### config.mk
export PLATFORM = sky130hd
export DESIGN_NAME = score_bcd_accum
export DESIGN_NICKNAME = d
export VERILOG_FILES = /design/src/rtl/scoreboard_pkg.sv /design/src/rtl/bcd_digit_step.sv /design/src/rtl/score_bcd_accum.sv
export SDC_FILE = /design/constraint.sdc
export NUM_CORES = 1
export LEC_CHECK = 0
export ABC_CLOCK_PERIOD_IN_PS = 3400
export CAP_MARGIN = 20
export CORE_UTILIZATION = 60
export CTS_CLUSTER_SIZE = 40
export DETAILED_ROUTE_END_ITERATION = 10
export PLACE_DENSITY_LB_ADDON = 0.12
export REMOVE_ABC_BUFFERS = 1
export SYNTH_ARGS = -nofsm -noshare
export SYNTH_HDL_FRONTEND = slang
export SYNTH_SLANG_ARGS = --single-unit
### constraint.sdc
create_clock -name clk -period 3.4 [get_ports clk]
set_input_delay 0.68 -clock clk [delete_from_list [all_inputs] [get_ports clk]]
set_output_delay 0.68 -clock clk [all_outputs]
set_load 0.02 [all_outputs]
### src/rtl/scoreboard_pkg.sv
// Shared scoreboard types and BCD constants.
// Also used by the downstream 7-segment decoder side.
package scoreboard_pkg;

    localparam int BCD_W = 4;
    localparam logic [BCD_W-1:0] BCD_MAX = 4'd9;

    typedef enum logic [1:0] {
        IDLE,
        INC,
        DEC
    } state_t;

endpackage

### src/rtl/bcd_digit_step.sv
// One BCD digit stepped by +1 or -1 with ripple carry/borrow.
// Purely combinational; carry takes precedence over borrow.
module bcd_digit_step
    import scoreboard_pkg::*;
(
    input  logic [BCD_W-1:0] digit,
    input  logic             carry_in,
    input  logic             borrow_in,
    output logic [BCD_W-1:0] digit_next,
    output logic             carry_out,
    output logic             borrow_out
);

    always_comb begin
        digit_next = digit;
        carry_out  = 1'b0;
        borrow_out = 1'b0;
        if (carry_in) begin
            if (digit == BCD_MAX) begin
                digit_next = '0;
                carry_out  = 1'b1;
            end else begin
                digit_next = digit + 1'b1;
            end
        end else if (borrow_in) begin
            if (digit == '0) begin
                digit_next = BCD_MAX;
                borrow_out = 1'b1;
            end else begin
                digit_next = digit - 1'b1;
            end
        end
    end

endmodule

### src/rtl/score_bcd_accum.sv
// Per-team 3-digit BCD score register driven by +1/+2/+3, -1 and clear buttons.
// Multi-point adds step one unit per clock so digits stay legal BCD.
module score_bcd_accum
    import scoreboard_pkg::*;
#(
    parameter int MAX_SCORE = 199,
    parameter bit WRAP      = 1'b0
) (
    input  logic             clk,
    input  logic             rst_n,
    input  logic             add1_i,
    input  logic             add2_i,
    input  logic             add3_i,
    input  logic             sub1_i,
    input  logic             clear_i,
    output logic [BCD_W-1:0] hund_o,
    output logic [BCD_W-1:0] tens_o,
    output logic [BCD_W-1:0] ones_o,
    output logic             busy_o,
    output logic             limit_o
);

    localparam logic [BCD_W-1:0] MAX_H = BCD_W'(MAX_SCORE / 100);
    localparam logic [BCD_W-1:0] MAX_T = BCD_W'((MAX_SCORE / 10) % 10);
    localparam logic [BCD_W-1:0] MAX_O = BCD_W'(MAX_SCORE % 10);

    state_t state;
    logic [1:0] remaining;
    logic [4:0] btn;
    logic [4:0] prev;
    logic [4:0] ev;
    logic [BCD_W-1:0] cur [3];
    logic [BCD_W-1:0] nxt [3];
    logic [3:0] carry;
    logic [3:0] borrow;
    logic at_max;

    // bit order: clear, sub1, add3, add2, add1
    assign btn = {clear_i, sub1_i, add3_i, add2_i, add1_i};
    assign ev  = btn & ~prev;

    assign cur[0] = ones_o;
    assign cur[1] = tens_o;
    assign cur[2] = hund_o;

    assign carry[0]  = (state == INC);
    assign borrow[0] = (state == DEC);

    for (genvar g = 0; g < 3; g++) begin : g_dig
        bcd_digit_step u_step (
            .digit      (cur[g]),
            .carry_in   (carry[g]),
            .borrow_in  (borrow[g]),
            .digit_next (nxt[g]),
            .carry_out  (carry[g+1]),
            .borrow_out (borrow[g+1])
        );
    end

    // carry out of the hundreds digit can only happen at 999, already the limit
    assign at_max = ((hund_o == MAX_H) && (tens_o == MAX_T) &&
                     (ones_o == MAX_O)) || carry[3];

    always_ff @(posedge clk or negedge rst_n) begin
        if (!rst_n) begin
            prev      <= '1;
            state     <= IDLE;
            remaining <= '0;
            hund_o    <= '0;
            tens_o    <= '0;
            ones_o    <= '0;
            busy_o    <= 1'b0;
            limit_o   <= 1'b0;
        end else begin
            prev    <= btn;
            limit_o <= 1'b0;
            case (state)
                IDLE: begin
                    if (ev[4]) begin
                        hund_o <= '0;
                        tens_o <= '0;
                        ones_o <= '0;
                    end else if (ev[3]) begin
                        state <= DEC;
                    end else if (ev[2]) begin
                        remaining <= 2'd3;
                        state     <= INC;
                        busy_o    <= 1'b1;
                    end else if (ev[1]) begin
                        remaining <= 2'd2;
                        state     <= INC;
                        busy_o    <= 1'b1;
                    end else if (ev[0]) begin
                        remaining <= 2'd1;
                        state     <= INC;
                        busy_o    <= 1'b1;
                    end
                end
                INC: begin
                    if (ev[4]) begin
                        hund_o    <= '0;
                        tens_o    <= '0;
                        ones_o    <= '0;
                        remaining <= '0;
                        state     <= IDLE;
                        busy_o    <= 1'b0;
                    end else if (at_max && !WRAP) begin
                        limit_o   <= 1'b1;
                        remaining <= '0;
                        state     <= IDLE;
                        busy_o    <= 1'b0;
                    end else begin
                        if (at_max) begin
                            limit_o <= 1'b1;
                            hund_o  <= '0;
                            tens_o  <= '0;
                            ones_o  <= '0;
                        end else begin
                            hund_o <= nxt[2];
                            tens_o <= nxt[1];
                            ones_o <= nxt[0];
                        end
                        remaining <= remaining - 2'd1;
                        if (remaining == 2'd1) begin
                            state  <= IDLE;
                            busy_o <= 1'b0;
                        end
                    end
                end
                DEC: begin
                    // a borrow out of hundreds means the score was 000
                    if (!borrow[3]) begin
                        hund_o <= nxt[2];
                        tens_o <= nxt[1];
                        ones_o <= nxt[0];
                    end
                    state <= IDLE;
                end
                default: state <= IDLE;
            endcase
        end
    end

endmodule

-- After elaboration in Yosys (flattened, before gate mapping)
Cells that the tools add are included.
- bits in registers: 23
- latch bits: 0
- memory bits (writable): 0
- ROM bits: 0
- input bits: 7
- output and inout bits: 14
- logic and storage cells: 112
- memories kept: 0
- add/sub/neg operators: 7
- multipliers: 0
- divide/modulo/power cells: 0
- $lt $le $gt $ge: 0
- eq/ne operators: 15
- shift-type cells: 0
- mux-type cells: 67
- bitwise gates (word level): 2
- reduce and logical (&&, ||, !) cells: 13
- operators by type and width (operator ; count):
    $mux W4 ; 21
    $pmux W4 S3 ; 3
    $mux W2 ; 14
    $mux W1 ; 26
    $add A4 B1 Y4 const B ; 3
    $eq A4 B4 Y1 const B ; 3
    $logic_not A4 Y1 ; 3
    $sub A4 B1 Y4 const B ; 3
    $ne A2 B2 Y1 const B ; 4
    $ne A4 B4 Y1 const B ; 2
    $pmux W2 S2 ; 2
    $reduce_and A4 Y1 ; 2
    $and A5 B5 Y5 ; 1
    $ne A5 B5 Y1 const B ; 1
    $not A5 Y5 ; 1
    $reduce_and A5 Y1 ; 1
    $eq A2 B1 Y1 const B ; 2
    $eq A4 B1 Y1 const B ; 1
    $ne A3 B3 Y1 const B ; 1
    $reduce_and A3 Y1 ; 1
    $reduce_bool A3 Y1 ; 1
    $eq A2 B2 Y1 const B ; 1
    $logic_and A1 B1 Y1 ; 2
    $logic_not A2 Y1 ; 1
    other kinds (4) ; 4

-- Longest topological paths before layout
Gate-level depths: netlist (run 1).
- depth after elaboration: 11
- gate-level depth with buffers: 9
- gate-level depth less buffers: 7

-- Modules after synthesis
A second synthesis (run 1) with hierarchy kept.
- cells, all modules: 190
- area, all modules: 1789.2 µm²
- modules (own cells, without submodules) (module ; instances ; cells an instance ; area an instance (µm²) ; seq. area each (µm²)):
    score_bcd_accum ; 1 ; 109 ; 1203.7 ; 581.8
    bcd_digit_step ; 3 ; 27 ; 195.2 ; 0.0

-- Worst setup path before layout (run 1)
Ideal clock, no wire load.
- path kind: reg2reg
- from: register tens_o[0]
- to: register tens_o[0]
- setup time: 0.121 ns
- arrival time: 2.015 ns
- data required time: 3.279 ns
- path slack: 1.264 ns
- stages on the path, launching flop included: 9
- path buffers: 1
- clock period less this slack: 2.136 ns
- cell sequence: dfrtp_1 inv_1 ha_1 nor4bb_1 nand3_1 o211ai_4 buf_6 a21oi_1 o22a_1
- longest elaborated chain between the ends: 8
- elaborated cells between the ends (all ways): 26
- classes of those cells: add/sub: 2; eq/ne: 3; mux: 16; reduce/logical: 5
- RTL lines (element ; line ; source):
    from (decl) ; score_bcd_accum.sv:17 ; output logic [BCD_W-1:0] tens_o,
    from (signal assigned) ; score_bcd_accum.sv:120 ; tens_o <= nxt[1];
    from (signal assigned) ; score_bcd_accum.sv:134 ; tens_o <= nxt[1];
    branches (longest 8 deep; another with $sub A4 B1 Y4) ; - ;
Several ways; the timed one is not identified. The select of a mux whose other input is x is not followed.
A chain may end at the register's enable or synchronous reset.

-- Worst setup path in the final report (run 1)
- from: register state[1]
- to: register hund_o[0]
- longest elaborated chain between the ends: 10
- elaborated cells between the ends (all ways): 24
- classes of those cells: eq/ne: 5; mux: 15; reduce/logical: 4
- RTL lines (element ; line ; source):
    from (decl) ; score_bcd_accum.sv:27 ; state_t state;
    from (signal assigned) ; score_bcd_accum.sv:67 ; state <= IDLE;
    from (signal assigned) ; score_bcd_accum.sv:84 ; state <= DEC;
    from (signal assigned) ; score_bcd_accum.sv:87 ; state <= INC;
    $eq A2 B2 Y1 ; score_bcd_accum.sv:47, score_bcd_accum.sv:77 ;
    $mux W1 ; bcd_digit_step.sv:25 ; end else if (borrow_in) begin
    $mux W1 ; bcd_digit_step.sv:18 ; if (carry_in) begin
    $mux W1 ; bcd_digit_step.sv:25 ;
    $mux W1 ; bcd_digit_step.sv:18 ;
    $mux W4 ; bcd_digit_step.sv:25 ;
    $mux W4 ; bcd_digit_step.sv:18 ;
    $mux W4 ; score_bcd_accum.sv:107 ; end else if (at_max && !WRAP) begin
    $mux W4 ; score_bcd_accum.sv:100 ; if (ev[4]) begin
    $pmux W4 S3 ; score_bcd_accum.sv:77 ; case (state)
    to (signal assigned) ; score_bcd_accum.sv:119 ; hund_o <= nxt[2];
    to (signal assigned) ; score_bcd_accum.sv:133 ; hund_o <= nxt[2];
    to (decl) ; score_bcd_accum.sv:16 ; output logic [BCD_W-1:0] hund_o,
Parallel ways exist; a longest one is shown, timed or not. The select of a mux whose other input is x is not followed.

==> results of run 1 <==
## through the flow
stage | utilization, % | hold slack [ns] | total power [mW] | instances
floorplan | - | 0.384 | 1.00 | 184
global placement | 69.9 | 0.476 | 1.20 | 235
detailed placement | 69.9 | 0.478 | 1.22 | 235
CTS | 70.9 | 0.511 | 1.35 | 239
global route | 71.4 | 0.553 | 1.46 | 240
finish | 71.4 | 0.512 | 1.35 | 240
## flip-flops by register name, indices dropped and copies added (netlist names)
signal     cells
prev           5
hund_o         4
ones_o         4
tens_o         4
remaining      2
state          2
busy_o         1
limit_o        1
## how the worst max path moves through the flow
| stage | from | end | slack (ns) | cells past startpoint |
|---|---|---|---|---|
| 2_1_floorplan | hund_o[1]$_DFFE_PN0P_ | hund_o[0]$_DFFE_PN0P_ | 1.06 | 7 |
| 3_3_place_gp | clear_i | hund_o[0]$_DFFE_PN0P_ | 0.85 | 6 |
| 3_5_place_dp | clear_i | hund_o[0]$_DFFE_PN0P_ | 0.80 | 6 |
| 4_1_cts | state[1]$_DFFE_PN0P_ | hund_o[0]$_DFFE_PN0P_ | 0.80 | 7 |
| 5_1_grt | state[1]$_DFFE_PN0P_ | hund_o[0]$_DFFE_PN0P_ | 0.55 | 7 |
| 6_report | state[1]$_DFFE_PN0P_ | hund_o[0]$_DFFE_PN0P_ | 0.81 | 7 |
## layout by cell type, fill, tap and decap left out, types with 3 or more instances in the layout
cell type,count
a31oi_1,4
o21ai_0,7
nand3b_1,3
nor2_1,13
dfrtp_1,18
o31ai_1,6
nand4_1,3
ha_1,15
mux2i_1,4
nand2_1,17
nand3_1,5
nand2b_1,4
nor3_1,5
nor4_1,3
clkbuf_4,3
clkdlybuf4s50_1,20
nor2b_1,6
inv_1,16
a21oi_1,13
dfstp_2,5
## cell type report
class	count	area (µm²)	area share [%]
clock buffers	4	26.3	1.35
inverters	16	60.1	3.07
multi-input cells	145	1030	52.8
flip-flops and latches	23	582	29.8
well taps	31	38.8	1.99
repair buffers	21	215	11.0
## synthesized netlist by cell type, types with 4 or more instances
library cell,instances
dfrtp_1,18
nor2b_1,6
o31ai_1,6
a21oi_1,13
nor2_1,13
nand2_1,17
inv_1,16
ha_1,15
buf_2,5
dfstp_2,5
a31oi_1,4
nand3_1,5
o21ai_0,7
nand2b_1,4
mux2i_1,4
nor3_1,5
## power by group through the flow
| stage | sequential, mW | combinational, mW | clock, mW |
|---|---|---|---|
| floorplan | 0.439 | 0.564 | 0 |
| global placement | 0.410 | 0.787 | 0 |
| detailed placement | 0.415 | 0.803 | 0 |
| CTS | 0.410 | 0.809 | 0.131 |
| global route | 0.422 | 0.897 | 0.143 |
| finish | 0.411 | 0.811 | 0.128 |
## critical path, stage by stage, from the launching register on
cell and delay [ns]:
dfrtp_1 0.40, inv_1 0.09, ha_1 0.40, nor4b_4 0.57
nand3_1 0.23, o211ai_4 0.33, nor2_1 0.13, a2111oi_2 0.34
## kinds of logic (layout without fill, tap and decap cells)
family          after synthesis  after routing  synth area share, %
compound gates               53             53                 22.2
xor+xnor                      1              1                0.508
fa+ha+maj                    15             15                 10.9
buf+inv                      25             41                 6.46
flops                        23             23                 33.7
mux                           6              6                 3.63
simple gates                 70             70                 22.6
## layer usage
layer | vias to the layer above | global-route usage, % | part of all wire, %
met5 | - | 0 | 0
met4 | 0 | 6.79 | 0.48
met3 | 2 | 3.02 | 4.1
met2 | 40 | 39.4 | 48
met1 | 693 | 33.7 | 48
li1 | 730 | - | -
==> results.yml, run 1 <==
sta:
  min_period_ns: 2.59
  max_freq_ghz: 0.386
  setup_violations: 0
  rsz0062_at_grt: "false"
  fin_ws_ns: 0.808
  slew_headroom_pct: 57.9
  fin_worst_skew_ns: 0.0105
  worst_pin_slew_ns: 0.629
  setup_tns_ns: 0
  maxSlewViolCount: 0
  final.period_utilization_pct: 76.2
  hold_violations: 0
pwr:
  max-vdd-ir-drop_mv: 0.520
  p_clk_share_pct: 9.5
  switching_share_pct: 47.2
  power.switching_mw: 0.637
  p_seq_share_pct: 30.5
  powerDensity_nw_per_um2: 691
  leakage_nw: 0.799
  intPower_mw: 0.713
  power_frac_comb_pct: 60.1
grt:
  track_usage_pct: 24.1
  grt-ovfl-total: 0
  grt_max_degree: 25
  grt_pass1_wl_um: 5950
  antenna_found_initial: 0
  grt_pass1_vias: 1331
synth:
  synth_area_um2: 1720
  async_flop_share_pct: 100
  syn_avg_cell_area_um2: 8.93
  syn_inst: 193
  ys_warn_count: 0
  synth_top_area_share_pct: 26.1
  synth-edff-count: 0
  synth.distinct_cells: 52
  yosys_most_used_dff: "dfrtp_1"
  yosys.area.top_type: "dfrtp_1"
  seq_area_frac_synth_pct: 33.7
  synth_seq_cells: 23
  synth.top_cells.by_area: "dfrtp_1 26%, ha_1 11%, dfstp_2 7.6%, a21oi_1 3.8%, nand2_1 3.7%"
cts:
  cts-resized-gates: 0
  clockBufferDepth: 2
  cts.sinks: 23
  htreeDepth: 1
  cts_tree: "yes"
  numCtsBuffers: 3
  clkTransAtPathRegs_ns: 0.13
  clock_latency_ns: 0.31
  post_cts_buffers: 0
  cts_root_buf: "clkbuf_4"
  hold_buffers: 0
setup_path:
  crit_arrival_ns: 2.80
  ff2ff_path_depth: 7
  cp_data_required_time_ns: 3.61
  r2r_setup_slack_ns: 0.81
  rr_startpoint: "state[1]$_DFFE_PN0P_"
  crit_type: "register to register"
  cp-end-kind: "register"
  r2r_end: "hund_o[0]$_DFFE_PN0P_"
  cp-start-kind: "register"
  cp_max_fo: 24
die:
  fp.dieW_um: 55.6
  ioPinCount: 21
  rows: 19
  chipHeight_um: 55.6
  start_util_pct: 63.1
  dieArea_um2: 3090
  core-area_um2: 2730
final_layout:
  drive_gt1_share_pct: 8.61
  fillers: 229
  final_net_count: 232
  diodes: 0
  fin_area_um2: 1950
  syn_to_final_growth_pct: 13.3
hold_path:
  worstHoldPathType: "register to register"
  hold_path_startpoint: "busy_o$_DFFE_PN0P_"
  hold_depth: 1
  hold_end: "busy_o$_DFFE_PN0P_"
place:
  dpl.hpwl_um: 2590
  gp_congestion: 0.941
  port_buffers: 20
  postPlaceCellArea_um2: 1910
  dp_slack_ns: 0.804
route:
  ant_nets: 0
  post-route-drc-count: 0
  viasPerCell: 6.10
  wl_per_cell_um: 14.8
  wl_um: 3540
  routed-via-count: 1465
  dr.pass1.iters: 4
  drtIter0Drc: 83
run:
  maxCapViolCount: 0
run_status:
  status: "finished, final reports clean"
Note: power is estimated with default switching activity, not from simulation.
==> run 2: changes to the inputs <==
--- a/config.mk
+++ b/config.mk
@@ -5,9 +5,9 @@
 export SDC_FILE = /design/constraint.sdc
 export NUM_CORES = 1
 export LEC_CHECK = 0
-export ABC_CLOCK_PERIOD_IN_PS = 3400
+export ABC_CLOCK_PERIOD_IN_PS = 2300
 export CAP_MARGIN = 20
-export CORE_UTILIZATION = 60
+export CORE_UTILIZATION = 50
 export CTS_CLUSTER_SIZE = 40
 export DETAILED_ROUTE_END_ITERATION = 10
 export PLACE_DENSITY_LB_ADDON = 0.12
==> constraint.sdc (replaced) <==
create_clock -name clk -period 2.3 [get_ports clk]
set_input_delay 0.46 -clock clk [delete_from_list [all_inputs] [get_ports clk]]
set_output_delay 0.46 -clock clk [all_outputs]
set_load 0.02 [all_outputs]
==> run 2 against run 1 <==
Combinational power increased by 94%. First-iteration DRC count increased by 31%. Clock power increased by 58%. Cell area increased by 11%. Die area increased by 19%.
==> results.yml, run 2 (synthesis gave the netlist of run 1 again) <==
pwr:
  powerDensity_nw_per_um2: 1080
  power.switching_mw: 1.06
  p_seq_share_pct: 24.3
  power_frac_comb_pct: 67.0
  intPower_mw: 1.28
  leakage_nw: 0.918
  switching_share_pct: 45.3
  p_clk_share_pct: 8.7
  max-vdd-ir-drop_mv: 0.472
hold_path:
  worstHoldPathType: "input port to async pin"
place:
  postPlaceCellArea_um2: 2100
  port_buffers: 20
  dpl.hpwl_um: 3190
  gp_congestion: 0.945
sta:
  maxSlewViolCount: 0
  setup_violations: 0
  slew_headroom_pct: 56.7
  hold_violations: 0
  fin_worst_skew_ns: 0.0118
  min_period_ns: 2.23
  final.period_utilization_pct: 97.1
  worst_pin_slew_ns: 0.647
  max_freq_ghz: 0.448
final_layout:
  syn_to_final_growth_pct: 25.4
  drive_gt1_share_pct: 20.2
  largest_register_ffs: 5
  final_common_cell: "buf_4"
  final_net_count: 256
  post-route-util_pct: 68.6
  diodes: 0
  fin_area_um2: 2160
  final_cell_mix: "24 x buf_4, 20 x clkdlybuf4s50_1, 17 x nand2_1, 17 x dfrtp_1"
  largest_register: "prev"
die:
  rows: 20
  core-area_um2: 3150
  fp.dieW_um: 60.7
  dieArea_um2: 3690
  chipHeight_um: 60.7
  ioPinCount: 21
  start_util_pct: 54.7
run_status:
  status: "finished, final reports clean"
setup_path:
  r2r_setup_slack_ns: 0.07
  cpPeakStageDelay_ns: 0.54
  crit_type: "register to register"
  cp_top_family: "compound AO/OA/AOI/OAI gates"
  cp_max_fo: 7
  cp-end-kind: "register"
  r2r_end: "tens_o[3]$_DFFE_PN0P_"
  crit_arrival_ns: 2.44
  cp_data_required_time_ns: 2.51
  crit_slowest_cell: "or4_4"
  cp_num_buf_inv: 3
  cp_cell_sequence: "inv_2 -> ha_1 -> inv_1 -> or4_4 -> o211ai_4 -> buf_12 -> nor4_1 -> a211o_1"
  ff2ff_path_depth: 8
  cp.depth: 8
  cp-start-kind: "register"
  rr_startpoint: "hund_o[1]$_DFFE_PN0P_"
grt:
  grt_pass1_wl_um: 6990
  grtUsageMet3_pct: 2.35
  grt_max_degree: 24
  grt_busiest_layer: "met2"
  track_usage_pct: 25.2
  grtUsageMet2_pct: 43.2
  antenna_found_initial: 0
  grt_pass1_vias: 1545
  grt-ovfl-total: 0
  grt_use_met1_pct: 34.3
cts:
  htreeDepth: 1
  numCtsBuffers: 3
  clock_latency_ns: 0.32
  cts.sinks: 23
  cts_tree: "yes"
  cts_root_buf: "clkbuf_4"
  clkTransAtPathRegs_ns: 0.15
  clockBufferDepth: 2
route:
  wl_um: 4200
  drtIter0Drc: 109
  post-route-drc-count: 0
  dr.pass1.iters: 4
  viasPerCell: 5.81
  ant_nets: 0
  routed-via-count: 1608
  wl_per_cell_um: 15.2
run:
  maxCapViolCount: 0
-- run 2: what timing repair did --
action | CTS | global route
setup endpoints to repair | 0 | 5
hold buffers | 0 | 0
resized for setup | 0 | 4
buffers inserted | 0 | 2
-- run 2: how the worst max path moves through the flow --
stage / from / endpoint / slack, ns
6_report: hund_o[1]$_DFFE_PN0P_ / tens_o[3]$_DFFE_PN0P_ / 0.07
3_5_place_dp: hund_o[0]$_DFFE_PN0P_ / hund_o[0]$_DFFE_PN0P_ / 0.1
4_1_cts: hund_o[1]$_DFFE_PN0P_ / hund_o[0]$_DFFE_PN0P_ / 0.06
3_3_place_gp: hund_o[0]$_DFFE_PN0P_ / hund_o[1]$_DFFE_PN0P_ / 0.14
5_1_grt: hund_o[1]$_DFFE_PN0P_ / tens_o[3]$_DFFE_PN0P_ / -0.02
2_1_floorplan: hund_o[1]$_DFFE_PN0P_ / hund_o[0]$_DFFE_PN0P_ / -0.04
-- run 2: power groups by stage --
stage          clock network, mW  registers (mW)  logic (mW)
2_1_floorplan                  0           0.649       0.834
3_3_place_gp                   0           0.568        1.43
3_5_place_dp                   0           0.574        1.49
4_1_cts                    0.211           0.566        1.50
5_1_grt                    0.218           0.578        1.72
6_report                   0.202           0.569        1.57
-- run 2: final cells by class --
| class | instances | area (µm²) |
|---|---|---|
| multi-input cells | 145 | 1030 |
| clock buffers | 3 | 22.5 |
| repair buffers | 45 | 400 |
| clock inverters | 1 | 7.51 |
| flip-flops and latches | 23 | 583 |
| well taps | 44 | 55.1 |
| inverters | 16 | 60.1 |
| fillers | 267 | 991 |
-- run 2: worst register-to-register path, cell delays in order, from the launching register on --
cell,delay [ns]
dfrtp_1,0.43
inv_2,0.09
ha_1,0.16
inv_1,0.08
or4_4,0.54
o211ai_4,0.34
buf_12,0.16
nor4_1,0.05
a211o_1,0.28
-- run 2: metal layers --
metal / vias up / part of all wire [%]
li1: 782 / -
met1: 776 / 47
met2: 46 / 48
met3: 4 / 4.1
met4: 0 / 0.81
met5: - / 0
-- run 2: through the flow --
stage	std cells	hold slack (ns)	setup slack, ns	total power [mW]	setup TNS [ns]
finish	277	0.482	0.0676	2.34	0
global route	277	0.516	-0.0205	2.52	-0.0280
floorplan	184	0.164	-0.0364	1.48	-0.0364
detailed placement	271	0.488	0.0972	2.06	0
global placement	271	0.475	0.144	2.00	0
CTS	275	0.486	0.0615	2.27	0
==> run 3: changes to the inputs <==
--- a/config.mk
+++ b/config.mk
@@ -12,6 +12,7 @@
 export DETAILED_ROUTE_END_ITERATION = 10
 export PLACE_DENSITY_LB_ADDON = 0.12
 export REMOVE_ABC_BUFFERS = 1
+export SKIP_LAST_GASP = 1
 export SYNTH_ARGS = -nofsm -noshare
 export SYNTH_HDL_FRONTEND = slang
 export SYNTH_SLANG_ARGS = --single-unit
==> constraint.sdc (replaced) <==
create_clock -name clk -period 2.3 [get_ports clk]
set_input_delay 0.345 -clock clk [delete_from_list [all_inputs] [get_ports clk]]
set_output_delay 0.345 -clock clk [all_outputs]
set_load 0.02 [all_outputs]
==> run 3 against run 2 <==
Core utilization down 0.36 points. Die area did not move. Via count about the same. Count of clock-buffer cells in the layout unchanged. Largest power group unchanged. Highest routed layer unchanged.
==> results.yml, run 3 (synthesis gave the netlist of run 1 again) <==
route:
  drtIter0Drc: 110
  routed-via-count: 1609
  wl_um: 4240
  post-route-drc-count: 0
  dr.pass1.iters: 4
  viasPerCell: 5.83
  wl_per_cell_um: 15.4
  ant_nets: 0
pwr:
  powerDensity_nw_per_um2: 1070
  max-vdd-ir-drop_mv: 0.560
  power.switching_mw: 1.06
  p_clk_share_pct: 8.9
  p_seq_share_pct: 24.7
  leakage_nw: 0.911
  intPower_mw: 1.25
  switching_share_pct: 46.1
  power_frac_comb_pct: 66.4
final_layout:
  drive_gt1_share_pct: 19.0
  fillers: 280
  post-route-util_pct: 68.2
  regArea_um2: 583
  fin_area_um2: 2150
  final_cell_mix: "23 x buf_4, 20 x clkdlybuf4s50_1, 17 x nand2_1, 17 x dfrtp_1, 16 x inv_1"
  largest_register_ffs: 5
  final_net_count: 255
  syn_to_final_growth_pct: 24.7
  largest_register: "prev"
  final_common_cell: "buf_4"
  multi_input_area_um2: 1050
  diodes: 0
setup_path:
  crit_slowest_cell: "or4_4"
  cp.depth: 8
  cp_num_buf_inv: 2
  rr_startpoint: "tens_o[1]$_DFFE_PN0P_"
  cpPeakStageDelay_ns: 0.49
  cp-end-kind: "register"
  crit_arrival_ns: 2.40
  cp_data_required_time_ns: 2.53
  crit_type: "register to register"
  critPathCapture: "hund_o[1]$_DFFE_PN0P_"
  r2r_setup_slack_ns: 0.14
  cp_cell_sequence: "inv_1 -> ha_1 -> nand3b_1 -> or4_4 -> o211ai_4 -> buf_4 -> nor2_1 -> a22o_1"
  cp_max_fo: 6
  cp-start-kind: "register"
  worstSetupStartpoint: "tens_o[1]$_DFFE_PN0P_"
  ff2ff_path_depth: 8
  r2r_end: "hund_o[1]$_DFFE_PN0P_"
  cp_top_family: "simple AND/OR/NAND/NOR gates"
grt:
  grt_max_degree: 24
  track_usage_pct: 25.5
  grt_pass1_wl_um: 6980
  antenna_found_initial: 0
  grt_pass1_vias: 1571
  grt-ovfl-total: 0
cts:
  cts_tree: "yes"
  clkTransAtPathRegs_ns: 0.15
  htreeDepth: 1
  clock_latency_ns: 0.32
  cts.sinks: 23
  cts_root_buf: "clkbuf_4"
  numCtsBuffers: 3
  clockBufferDepth: 2
  hold_buffers: 0
run_status:
  status: "finished, final reports clean"
die:
  core-area_um2: 3150
  start_util_pct: 54.7
  ioPinCount: 21
  chipHeight_um: 60.7
  rows: 20
  fp.dieW_um: 60.7
  dieArea_um2: 3690
sta:
  setup_tns_ns: 0
  slew_headroom_pct: 58.6
  max_freq_ghz: 0.463
  maxSlewViolCount: 0
  setup_violations: 0
  hold_violations: 0
  final.period_utilization_pct: 94.0
  worst_pin_slew_ns: 0.618
  fin_worst_skew_ns: 0.00765
  fin_ws_ns: 0.139
  min_period_ns: 2.16
run:
  maxCapViolCount: 0
place:
  dp_slack_ns: 0.0847
  gp_congestion: 0.858
  port_buffers: 20
  postPlaceCellArea_um2: 2080
  dpl.hpwl_um: 3180
hold_path:
  worstHoldPathType: "input port to async pin"
## run 3: stage by stage
step | hold WS [ns] | power [mW] | cells
after floorplan | 0.0494 | 1.48 | 184
after global placement | 0.474 | 1.96 | 268
after detailed placement | 0.492 | 2.01 | 268
after CTS | 0.357 | 2.22 | 272
after global routing | 0.373 | 2.49 | 276
final | 0.355 | 2.31 | 276
## run 3: cell type report
class	instances	area share, %
multi-input cells	146	48.8
flip-flops and latches	23	27.1
repair buffers	43	17.3
inverters	16	2.79
well taps	44	2.56
clock buffers	3	1.05
clock inverters	1	0.349
## run 3: routing by layer
metal / GRT usage, % / vias to the layer above / share of wire (%)
met4: 8.77 / 0 / 0.80
met2: 44.1 / 44 / 50
met1: 32.4 / 781 / 45
met5: 0 / - / 0
li1: - / 780 / -
met3: 4.26 / 4 / 4.2
## run 3: how the worst min path moves through the flow
stage	to	slack, ns	cells after the start
2_1_floorplan	busy_o$_DFFE_PN0P_	0.05	0
3_3_place_gp	busy_o$_DFFE_PN0P_	0.47	1
3_5_place_dp	busy_o$_DFFE_PN0P_	0.49	1
4_1_cts	remaining[1]$_DFFE_PN0P_	0.36	2
5_1_grt	busy_o$_DFFE_PN0P_	0.37	2
6_report	busy_o$_DFFE_PN0P_	0.35	2
## run 3: power groups by stage
stage	sequential [mW]	combinational (mW)	clock, mW
after floorplan	0.649	0.834	0
after detailed placement	0.577	1.43	0
after CTS	0.569	1.44	0.216
final	0.570	1.53	0.207
after global routing	0.584	1.68	0.231
after global placement	0.568	1.39	0
## run 3: what timing repair did
action                     4_1_cts  5_1_grt
setup buffers                    0        3
resized for setup                0        2
setup endpoints to repair        0        7
hold endpoints to repair         0        0
